[src/rtl/if_stage_prefetch_pkg.sv]
// Shared definitions for the instruction-fetch prefetch stage:
// default PC parameters, the redirect-select helpers and the queue entry layout.
package if_pkg;

  // Default sequential increment and reset fetch address.
  localparam int unsigned PC_STEP_DEF  = 4;
  localparam logic [31:0] RESET_PC_DEF = 32'h0000_0000;

  // Widest PC the redirect helpers carry; callers zero-extend into it and
  // truncate the result back to their own PC width.
  localparam int unsigned PC_MAX_W = 64;

  // Layout of one queue entry in the default 32/32 configuration.
  // The queue stores {pc, inst} with pc in the upper bits.
  typedef struct packed {
    logic [31:0] pc;
    logic [31:0] inst;
  } if_entry_t;

  // A redirect is requested by either a taken EXE branch or an ID jump.
  function automatic logic redirect_req(input logic branch, input logic jump);
    return branch | jump;
  endfunction

  // The older instruction (the branch in EXE) has priority over the jump in ID.
  function automatic logic [PC_MAX_W-1:0] redirect_target(
    input logic                branch,
    input logic [PC_MAX_W-1:0] bpc,
    input logic [PC_MAX_W-1:0] jpc
  );
    return branch ? bpc : jpc;
  endfunction

endpackage

[src/rtl/if_stage_prefetch_inst_queue.sv]
// Synchronous FIFO holding fetched {pc, inst} entries.
// DEPTH must be a power of two so the read/write pointers wrap naturally.
// Flush and reset both empty the queue at the next rising edge; a flush
// takes priority over a push or pop requested in the same cycle.
module inst_queue
  import if_pkg::*;
#(
  parameter  int unsigned DEPTH = 4,
  parameter  int unsigned WIDTH = 64,
  localparam int unsigned CNT_W = $clog2(DEPTH + 1),
  localparam int unsigned PTR_W = $clog2(DEPTH)
) (
  input  logic             i_clk,
  input  logic             i_rst,
  input  logic             i_flush,
  input  logic             i_push,
  input  logic [WIDTH-1:0] i_push_data,
  input  logic             i_pop,
  output logic [WIDTH-1:0] o_head,
  output logic [CNT_W-1:0] o_count,
  output logic             o_empty,
  output logic             o_full
);

  logic [WIDTH-1:0] r_mem [DEPTH];
  logic [PTR_W-1:0] r_wr_ptr;
  logic [PTR_W-1:0] r_rd_ptr;
  logic [CNT_W-1:0] r_count;

  logic w_push;
  logic w_pop;

  // A push into a full queue is only accepted when a pop frees the slot
  // in the same cycle; a pop from an empty queue is ignored.
  assign w_pop  = i_pop && !o_empty && !i_flush;
  assign w_push = i_push && (!o_full || w_pop) && !i_flush;

  assign o_empty = (r_count == '0);
  assign o_full  = (r_count == CNT_W'(DEPTH));
  assign o_count = r_count;
  assign o_head  = r_mem[r_rd_ptr];

  // Entry storage: written on push only, never reset.
  always_ff @(posedge i_clk) begin
    if (w_push) begin
      r_mem[r_wr_ptr] <= i_push_data;
    end
  end

  // Pointer and occupancy bookkeeping.
  always_ff @(posedge i_clk) begin
    if (i_rst || i_flush) begin
      r_wr_ptr <= '0;
      r_rd_ptr <= '0;
      r_count  <= '0;
    end else begin
      if (w_push) begin
        r_wr_ptr <= r_wr_ptr + PTR_W'(1);
      end
      if (w_pop) begin
        r_rd_ptr <= r_rd_ptr + PTR_W'(1);
      end
      case ({w_push, w_pop})
        2'b10:   r_count <= r_count + CNT_W'(1);
        2'b01:   r_count <= r_count - CNT_W'(1);
        default: r_count <= r_count;
      endcase
    end
  end

endmodule

[src/rtl/if_stage_prefetch.sv]
// Instruction-fetch stage with a decoupled prefetch queue.
// Issues sequential requests to a 1-cycle synchronous instruction memory,
// buffers {PC, Inst} pairs and presents the oldest one to ID.
//
// Handshake: IF_valid marks a meaningful head. ID consumes the head in any
// cycle where IF_valid=1 and stall=0, unless a redirect (Branch or Jump) is
// asserted in that cycle, in which case the head is discarded with the rest
// of the queue. When IF_valid=0, IF_PC/IF_Inst read 0 and stall is ignored.
//
// Timing: a request in cycle N returns data in N+1, which is written into the
// queue at the end of N+1 and is visible at the outputs in N+2.
module if_stage_prefetch
  import if_pkg::*;
#(
  parameter  int unsigned       PC_W     = 32,
  parameter  int unsigned       INST_W   = 32,
  parameter  logic [PC_W-1:0]   RESET_PC = PC_W'(RESET_PC_DEF),
  parameter  int unsigned       PC_STEP  = PC_STEP_DEF,
  parameter  int unsigned       QDEPTH   = 4,
  localparam int unsigned       CNT_W    = $clog2(QDEPTH + 1)
) (
  input  logic              CLK,
  input  logic              Reset,
  input  logic              Jump,
  input  logic [PC_W-1:0]   ID_jpc,
  input  logic              Branch,
  input  logic [PC_W-1:0]   EXE_bpc,
  input  logic              stall,
  output logic              imem_req,
  output logic [PC_W-1:0]   imem_addr,
  input  logic [INST_W-1:0] imem_rdata,
  output logic              IF_valid,
  output logic [INST_W-1:0] IF_Inst,
  output logic [PC_W-1:0]   IF_PC,
  output logic [CNT_W-1:0]  q_count
);

  localparam int unsigned ENTRY_W = PC_W + INST_W;

  // Fetch-side state.
  logic [PC_W-1:0] r_fpc;       // next address to request
  logic [PC_W-1:0] r_pc_d;      // address of the request now in flight
  logic            r_inflight;  // a response is due on imem_rdata this cycle
  logic            r_reset_d;   // Reset delayed by one cycle

  // Redirect decode.
  logic            w_redir;
  logic [PC_W-1:0] w_target;

  // Queue interface.
  logic               w_push;
  logic               w_pop;
  logic [ENTRY_W-1:0] w_head;
  logic [CNT_W-1:0]   w_count;
  logic               w_empty;
  logic               w_full;
  logic               w_valid;

  // Credit accounting.
  logic [CNT_W:0]  w_occ;
  logic            w_credit;
  logic            w_req;

  assign w_redir  = redirect_req(Branch, Jump);
  assign w_target = PC_W'(redirect_target(Branch, PC_MAX_W'(EXE_bpc), PC_MAX_W'(ID_jpc)));

  // Occupancy counts the entry still in flight so the queue can never be
  // asked to take more than QDEPTH entries. A pop in the same cycle is not
  // credited back until the following cycle.
  assign w_occ    = {1'b0, w_count} + {{CNT_W{1'b0}}, r_inflight};
  assign w_credit = (w_occ < (CNT_W + 1)'(QDEPTH)) && !w_full;

  // No request while in reset, in the first cycle after reset, or while a
  // redirect is being taken (the fetch address is about to change).
  assign w_req = !Reset && !r_reset_d && !w_redir && w_credit;

  // The response is written unless a redirect or reset kills it at this edge.
  assign w_push = r_inflight && !w_redir && !Reset;

  assign w_valid = !w_empty;
  assign w_pop   = w_valid && !stall && !w_redir && !Reset;

  inst_queue #(
    .DEPTH (QDEPTH),
    .WIDTH (ENTRY_W)
  ) u_queue (
    .i_clk       (CLK),
    .i_rst       (Reset),
    .i_flush     (w_redir),
    .i_push      (w_push),
    .i_push_data ({r_pc_d, imem_rdata}),
    .i_pop       (w_pop),
    .o_head      (w_head),
    .o_count     (w_count),
    .o_empty     (w_empty),
    .o_full      (w_full)
  );

  // Remember whether the previous cycle was in reset.
  always_ff @(posedge CLK) begin
    r_reset_d <= Reset;
  end

  // Fetch PC, in-flight flag and the address that goes with the response.
  always_ff @(posedge CLK) begin
    if (Reset) begin
      r_fpc      <= RESET_PC;
      r_pc_d     <= '0;
      r_inflight <= 1'b0;
    end else if (w_redir) begin
      r_fpc      <= w_target;
      r_inflight <= 1'b0;
    end else begin
      r_inflight <= w_req;
      if (w_req) begin
        r_pc_d <= r_fpc;
        r_fpc  <= r_fpc + PC_W'(PC_STEP);
      end
    end
  end

  assign imem_req  = w_req;
  assign imem_addr = r_fpc;

  assign IF_valid = w_valid;
  assign IF_PC    = w_valid ? w_head[ENTRY_W-1 -: PC_W] : '0;
  assign IF_Inst  = w_valid ? w_head[INST_W-1:0]        : '0;
  assign q_count  = w_count;

endmodule
[config.mk]
export PLATFORM = sky130hd
export DESIGN_NAME = if_stage_prefetch
export DESIGN_NICKNAME = d
export VERILOG_FILES = /design/src/rtl/if_stage_prefetch_pkg.sv /design/src/rtl/if_stage_prefetch_inst_queue.sv /design/src/rtl/if_stage_prefetch.sv
export SDC_FILE = /design/constraint.sdc
export NUM_CORES = 1
export LEC_CHECK = 0
export CORE_MARGIN = 3
export CORE_UTILIZATION = 55
export DETAILED_ROUTE_END_ITERATION = 16
export DONT_BUFFER_PORTS = 1
export GPL_TIMING_DRIVEN = 0
export PLACE_DENSITY_LB_ADDON = 0.12
export SLEW_MARGIN = 20
export SYNTH_ARGS = -nofsm -noshare
export SYNTH_HDL_FRONTEND = slang
export SYNTH_HIERARCHICAL = 1
export SYNTH_SLANG_ARGS = --single-unit
[constraint.sdc]
create_clock -name CLK -period 4.4 [get_ports CLK]
set_clock_uncertainty 0.1 [all_clocks]
set_input_delay 0.88 -clock CLK [delete_from_list [all_inputs] [get_ports CLK]]
set_output_delay 0.88 -clock CLK [all_outputs]
set_load 0.01 [all_outputs]
==> results.yml, run 1 <==
clock_network:
  cts_made_buffers: 35
  htreeDepth: 2
  cts_max_path_buffers: 3
  cts_setup_buffers: 0
  cts.sinks: 331
  cts_hold_buf: 0
  clkTransAtPathRegs_ns: 0.06
  cts_resized: 0
  clock_latency_ns: 0.51
  cts-root-buf: "clkbuf_16"
  cts_tree: "yes"
floorplanning:
  rows: 57
  dieWidth_um: 164
  fp.dieArea_mm2: 0.0268
  core_area_mm2: 0.0244
  die_h_um: 164
  floorplan.initialDensity_pct: 56.1
  num_io_pins: 202
setup_path:
  cp_max_fo: 10
  critPathArrivalTime_ns: 2.94
  cp-end-kind: "output pin"
  critPathMaxStageDelay_ns: 0.70
  r2r-start: "u_queue/o_count[1]$_SDFFE_PP0P_"
  r2r_slack_ns: 0.48
  crit_type: "flop to output pin"
  r2r_end: "u_queue/o_count[2]$_SDFFE_PP0P_"
  crit_top_cell: "clkbuf_1"
  start_kind: "flop"
  cp.required_ns: 3.42
  crit_slowest_cell: "clkbuf_1"
  worst-r2r-cell-count: 13
  cp_cell_sequence: "nor3_1, clkbuf_1, clkbuf_1, nor2b_1"
sta:
  rsz0062_at_grt: "no"
  timing.fmax_mhz: 255
  slew_headroom_pct: 43.4
  hold_viol_final: 0
  finalSetupViolCount: 0
  worstMarginPinSlew_ns: 0.848
  period_share_pct: 89.1
  period_needed_ns: 3.92
  whs_ns: 0.304
  slew_viol_final: 0
route:
  antenna_left: 0
  drc: 0
  drt_iter0_drc: 607
  wire_per_inst_um: 23.8
  route.vias.total: 8075
  routed_via_density: 6.08
  finalWirelength_mm: 31.6
  first_pass_iters: 7
cells_and_area:
  layout.cells.non_filler: 1329
  drive_gt1_share_pct: 15.6
  final_area_mm2: 0.0154
  diodes: 0
  syn_to_final_growth_pct: 12.6
  fill_cells: 1879
  num-nets-final: 1086
  post-route-util_pct: 63.2
hold_path:
  hold_depth: 0
  holdCritStartpoint: "Reset"
  min_path_type: "primary input to flop"
  holdPathEnd: "r_reset_d$_DFF_P_"
power:
  total_power_mw: 6.64
  peakVddDrop_v: 0.000242
  p_leak_nw: 4.80
  powerDensity_mw_per_mm2: 431
status:
  status: "complete, no violations"
synth:
  seq_area_frac_synth_pct: 67.1
  synthDistinctLibCells: 66
  synth-seq-cells: 331
  syn-num-nets: 1045
  synthCells: 937
  syn_area_mm2: 0.0137
  syn_area_per_cell_um2: 14.6
  synth-edff-count: 256
  async_reset_ff_share_pct: 0
  yosysWarnings: 6
  synthFlopType: "edfxtp_1"
global_route:
  grt_pass1_vias: 8163
  grt_use_total_pct: 23.8
  gr-total-overflow: 0
  grt_first_pass_wirelength_mm: 48.2
  grt_max_degree: 41
  antenna_found_initial: 0
flow_run:
  maxCapViolCount: 0
placed_design:
  globalplace.congestion: 0.906
  dp_hpwl_mm: 21.5
  port_buffers: 0
  place_area_mm2: 0.0142
  dp_cells: 1265
==> worst max path at each step <==
stage	to	slack [ns]	cells past startpoint	from
after floorplan	u_queue/o_count[2]$_SDFFE_PP0P_	0.63	14	Jump
after global placement	u_queue/r_mem[3][5]$_DFFE_PP_	-0.19	7	Jump
after detailed placement	u_queue/o_count[2]$_SDFFE_PP0P_	0.12	14	Jump
after CTS	u_queue/o_count[2]$_SDFFE_PP0P_	0.23	13	u_queue/o_count[1]$_SDFFE_PP0P_
after global routing	IF_PC[23]	0.24	4	u_queue/o_count[1]$_SDFFE_PP0P_
final	IF_PC[15]	0.48	4	u_queue/o_count[1]$_SDFFE_PP0P_
==> layout make-up <==
cell class	count	area [µm²]	area share, %
clock buffers	48	966	6.27
well taps	324	405	2.63
inverters	22	82.6	0.536
repair buffers	4	95.1	0.617
flip-flops and latches	331	9190	59.6
plain buffers	60	255	1.66
clock inverters	16	246	1.60
multi-input cells	524	4180	27.1
==> flip-flops by register name (all words and copies together) (netlist names), named ones only <==
signal,cells
imem_addr,32
u_queue/r_wr_ptr,2
r_pc_d,32
r_inflight,1
r_reset_d,1
u_queue/r_rd_ptr,2
u_queue/o_count,3
u_queue/r_mem,256
==> metrics by stage <==
| step | setup WS (ns) | setup TNS (ns) |
|---|---|---|
| floorplan | 0.631 | 0 |
| global placement | -0.189 | -42.74 |
| detailed placement | 0.117 | 0 |
| CTS | 0.228 | 0 |
| global route | 0.236 | 0 |
| finish | 0.479 | 0 |
==> cell families after synthesis <==
| family | share of synthesized area [%] |
|---|---|
| AO/OA/AOI/OAI | 5.85 |
| XOR/XNOR | 0.768 |
| adder cells (fa/ha/maj) | 0.695 |
| buffers and inverters | 2.46 |
| flip-flops | 67.1 |
| multiplexers | 11.4 |
| AND/OR/NAND/NOR | 11.7 |
==> layout by cell type, fill, tap and decap left out, types with 4 or more instances in the layout <==
| cell | count |
|---|---|
| a211oi_1 | 11 |
| mux2i_1 | 11 |
| a21oi_1 | 69 |
| buf_2 | 16 |
| o21ai_0 | 11 |
| mux4_2 | 64 |
| nor2b_1 | 73 |
| nand2_1 | 99 |
| clkbuf_1 | 45 |
| edfxtp_1 | 256 |
| ha_1 | 6 |
| clkbuf_16 | 36 |
| nand3_1 | 14 |
| inv_1 | 20 |
| and4_1 | 6 |
| bufinv_16 | 6 |
| or4_1 | 4 |
| or3_1 | 6 |
| o21ai_1 | 6 |
| and3_1 | 8 |
| and3_4 | 4 |
| nor2_1 | 36 |
| xnor2_1 | 9 |
| a31oi_1 | 5 |
| buf_1 | 6 |
| clkinv_1 | 4 |
| nor4_1 | 4 |
| nand4_1 | 8 |
| nor3_1 | 13 |
| dfxtp_1 | 75 |
==> cell usage after synthesis (all sizes together), types with 2 or more instances <==
| cell | n | area [µm²] |
|---|---|---|
| a211oi | 12 | 95.1 |
| a21o | 2 | 16.3 |
| a21oi | 69 | 345 |
| a221o | 3 | 30.0 |
| a221oi | 3 | 26.3 |
| a31oi | 5 | 31.3 |
| a41oi | 3 | 26.3 |
| and2 | 4 | 27.5 |
| and3 | 12 | 80.1 |
| and4 | 6 | 52.6 |
| buf | 23 | 114 |
| clkbuf | 37 | 140 |
| dfxtp | 75 | 1500 |
| edfxtp | 256 | 7690 |
| ha | 6 | 75.1 |
| inv | 22 | 82.6 |
| mux2i | 11 | 110 |
| mux4 | 64 | 1440 |
| nand2 | 99 | 372 |
| nand3 | 15 | 87.6 |
| nand3b | 3 | 22.5 |
| nand4 | 9 | 71.3 |
| nor2 | 36 | 135 |
| nor2b | 73 | 457 |
| nor3 | 15 | 85.1 |
| nor4 | 7 | 71.3 |
| o21ai | 17 | 85.1 |
| o22ai | 2 | 12.5 |
| o311ai | 2 | 17.5 |
| o31a | 2 | 17.5 |
| o31ai | 3 | 22.5 |
| o32ai | 2 | 17.5 |
| or2 | 3 | 18.8 |
| or3 | 7 | 48.8 |
| or4 | 4 | 30.0 |
| or4b | 2 | 23.8 |
| xnor2 | 9 | 78.8 |
| xor2 | 3 | 26.3 |
==> worst max-delay path, delay by kind of cell (launching register included) <==
kind | cells | cell delay, ns
buf+inv | 2 | 1.21
flops | 1 | 0.43
simple gates | 2 | 0.80
==> where the power goes <==
group          internal [mW]  leakage, nW  switching (mW)
Combinational         0.0572         1.35           0.101
Sequential              3.37         2.87          0.0683
Clock                   1.90        0.584            1.14
==> metal layers <==
metal	global-route usage, %	wire length (µm)	share of wire [%]	vias up
met1	31.9	12900	41	4024
met5	0	0	0	-
met3	6.03	2740	8.7	46
met2	39.4	15400	49	365
met4	6.07	558	1.8	0
li1	-	-	-	3640
No activity file was read; power rests on OpenSTA's default activity.
==> inputs of run 2 (changes only) <==
--- a/config.mk
+++ b/config.mk
@@ -5,10 +5,10 @@
 export SDC_FILE = /design/constraint.sdc
 export NUM_CORES = 1
 export LEC_CHECK = 0
+export BUFFER_PORTS_ARGS = -buffer_cell sky130_fd_sc_hd__buf_2
 export CORE_MARGIN = 3
 export CORE_UTILIZATION = 55
 export DETAILED_ROUTE_END_ITERATION = 16
-export DONT_BUFFER_PORTS = 1
 export GPL_TIMING_DRIVEN = 0
 export PLACE_DENSITY_LB_ADDON = 0.12
 export SLEW_MARGIN = 20
==> run 2 against run 1 <==
Setup slack lost 0.17 ns. Routed wire length grew 2.0%. First-iteration DRC count grew 7.9%. Via count grew 8.3%. Sequential cell count is the same. Critical path depth grew 1. Clock-buffer cell count shrank 1. Clock power shrank 6.6%. Core utilization grew 3.7 points. Non-clock buffer count grew 199. Highest routed layer unchanged.
==> results.yml, run 2 (synthesis gave the netlist of run 1 again) <==
placed_design:
  globalplace.congestion: 0.905
  port_buffers: 199
  place_area_mm2: 0.0152
  dp_worst_setup_slack_ns: 0.101
  dp_cells: 1464
  dp_hpwl_mm: 21.9
floorplanning:
  dieWidth_um: 164
  die_h_um: 164
  floorplan.initialDensity_pct: 56.1
  rows: 57
  num_io_pins: 202
  core_area_mm2: 0.0244
  fp.dieArea_mm2: 0.0268
clock_network:
  htreeDepth: 2
  cts-root-buf: "clkbuf_16"
  clkTransAtPathRegs_ns: 0.06
  cts_resized: 0
  cts_max_path_buffers: 3
  cts_setup_buffers: 0
  clock_latency_ns: 0.51
  cts_hold_buf: 0
  cts_tree: "yes"
  cts.sinks: 331
  cts_made_buffers: 34
setup_path:
  cp.required_ns: 3.42
  start_kind: "flop"
  critPathCapture: "IF_PC[23]"
  critPathArrivalTime_ns: 3.11
  cp-end-kind: "output pin"
  r2r_end: "u_queue/o_count[2]$_SDFFE_PP0P_"
  crit_slowest_cell: "clkbuf_1"
  crit_type: "flop to output pin"
  r2r-start: "u_queue/o_count[1]$_SDFFE_PP0P_"
  cp-startpoint: "u_queue/o_count[1]$_SDFFE_PP0P_"
  cp_cell_sequence: "nor3_1, clkbuf_1, clkbuf_1, nor2b_1, buf_2"
  r2r_slack_ns: 0.46
  worst-r2r-cell-count: 13
  crit_top_cell: "clkbuf_1"
  cp_max_fo: 10
  critPathMaxStageDelay_ns: 0.66
power:
  powerDensity_mw_per_mm2: 399
  peakVddDrop_v: 0.000222
  p_leak_nw: 5.69
route:
  antenna_left: 0
  first_pass_iters: 5
  route.vias.total: 8745
  wire_per_inst_um: 21.1
  drc: 0
  finalWirelength_mm: 32.2
  routed_via_density: 5.73
  drt_iter0_drc: 655
flow_run:
  maxCapViolCount: 0
cells_and_area:
  largest_reg_flops: 256
  final_cell_mix: "256 x edfxtp_1, 215 x buf_2, 99 x nand2_1"
  final_area_mm2: 0.0163
  multi_input_area_mm2: 0.00418
  drive_gt1_share_pct: 29.4
  fill_cells: 1746
  final_common_cell: "edfxtp_1"
  num-nets-final: 1284
  syn_to_final_growth_pct: 19.3
  regMostFlops: "u_queue/r_mem"
  layout.cells.non_filler: 1525
  ff_latch_area_mm2: 0.00919
  diodes: 0
sta:
  rsz0062_at_grt: "no"
  worstMarginPinSlew_ns: 0.786
  finalSetupViolCount: 0
  hold_viol_final: 0
  period_needed_ns: 4.09
  whs_ns: 0.399
  timing.fmax_mhz: 244
  worst_slack_ns: 0.306
  period_share_pct: 93.0
  slew_headroom_pct: 47.6
  slew_viol_final: 0
status:
  status: "complete, no violations"
global_route:
  antenna_found_initial: 0
  grt_max_degree: 48
  gr-total-overflow: 0
  grt_first_pass_wirelength_mm: 49.4
  grt_pass1_vias: 8616
  grt_use_total_pct: 24.1
hold_path:
  min_path_type: "flop to flop"
[run 2: metal layers]
layer	part of all wire [%]	up-vias	track usage [%]
met2	48	348	39.2
li1	-	4036	-
met4	2.6	0	7.61
met5	0	-	0
met3	6.6	59	4.36
met1	42	4302	33.6
[run 2: worst min-delay path by stage]
stage | start | to | cells past startpoint
floorplan | u_queue/r_rd_ptr[1]$_SDFFE_PP0P_ | flop | 2
global placement | r_pc_d[23]$_SDFFE_PP0P_ | r_pc_d[23]$_SDFFE_PP0P_ | 2
detailed placement | r_pc_d[9]$_SDFFE_PP0P_ | r_pc_d[9]$_SDFFE_PP0P_ | 2
CTS | r_pc_d[9]$_SDFFE_PP0P_ | r_pc_d[9]$_SDFFE_PP0P_ | 2
global route | u_queue/r_rd_ptr[0]$_SDFFE_PP0P_ | u_queue/r_rd_ptr[0]$_SDFFE_PP0P_ | 2
finish | r_pc_d[9]$_SDFFE_PP0P_ | r_pc_d[9]$_SDFFE_PP0P_ | 2
[run 2: area by class of cell]
class	count	area share [%]
Buffer	60	1.56
Clock buffer	47	5.90
Clock inverter	14	0.897
Inverter	22	0.506
Multi-Input combinational cell	524	25.6
Sequential cell	331	56.3
Tap cell	324	2.48
Timing Repair Buffer	203	6.77
[run 2: power by group]
group          switching (mW)  internal [mW]  total, mW
Combinational           0.145          0.102      0.247
Sequential             0.0526           3.37       3.43
Clock                    1.12           1.71       2.84
Total                    1.32           5.19       6.51
[run 2: critical path: cells and delay by family, from the launching register on]
kind	cells	cell delay (ns)
flops	1	0.39
simple gates	2	0.84
buf+inv	3	1.37
[run 2: stage by stage]
step / setup TNS, ns / total power [mW] / util, %
after global placement: -29.36 / 3.73 / 61.9
after global routing: 0 / 6.70 / 66.9
after floorplan: 0 / 3.59 / -
final: 0 / 6.51 / 66.9
after CTS: 0 / 6.55 / 66.9
after detailed placement: 0 / 3.74 / 62.4
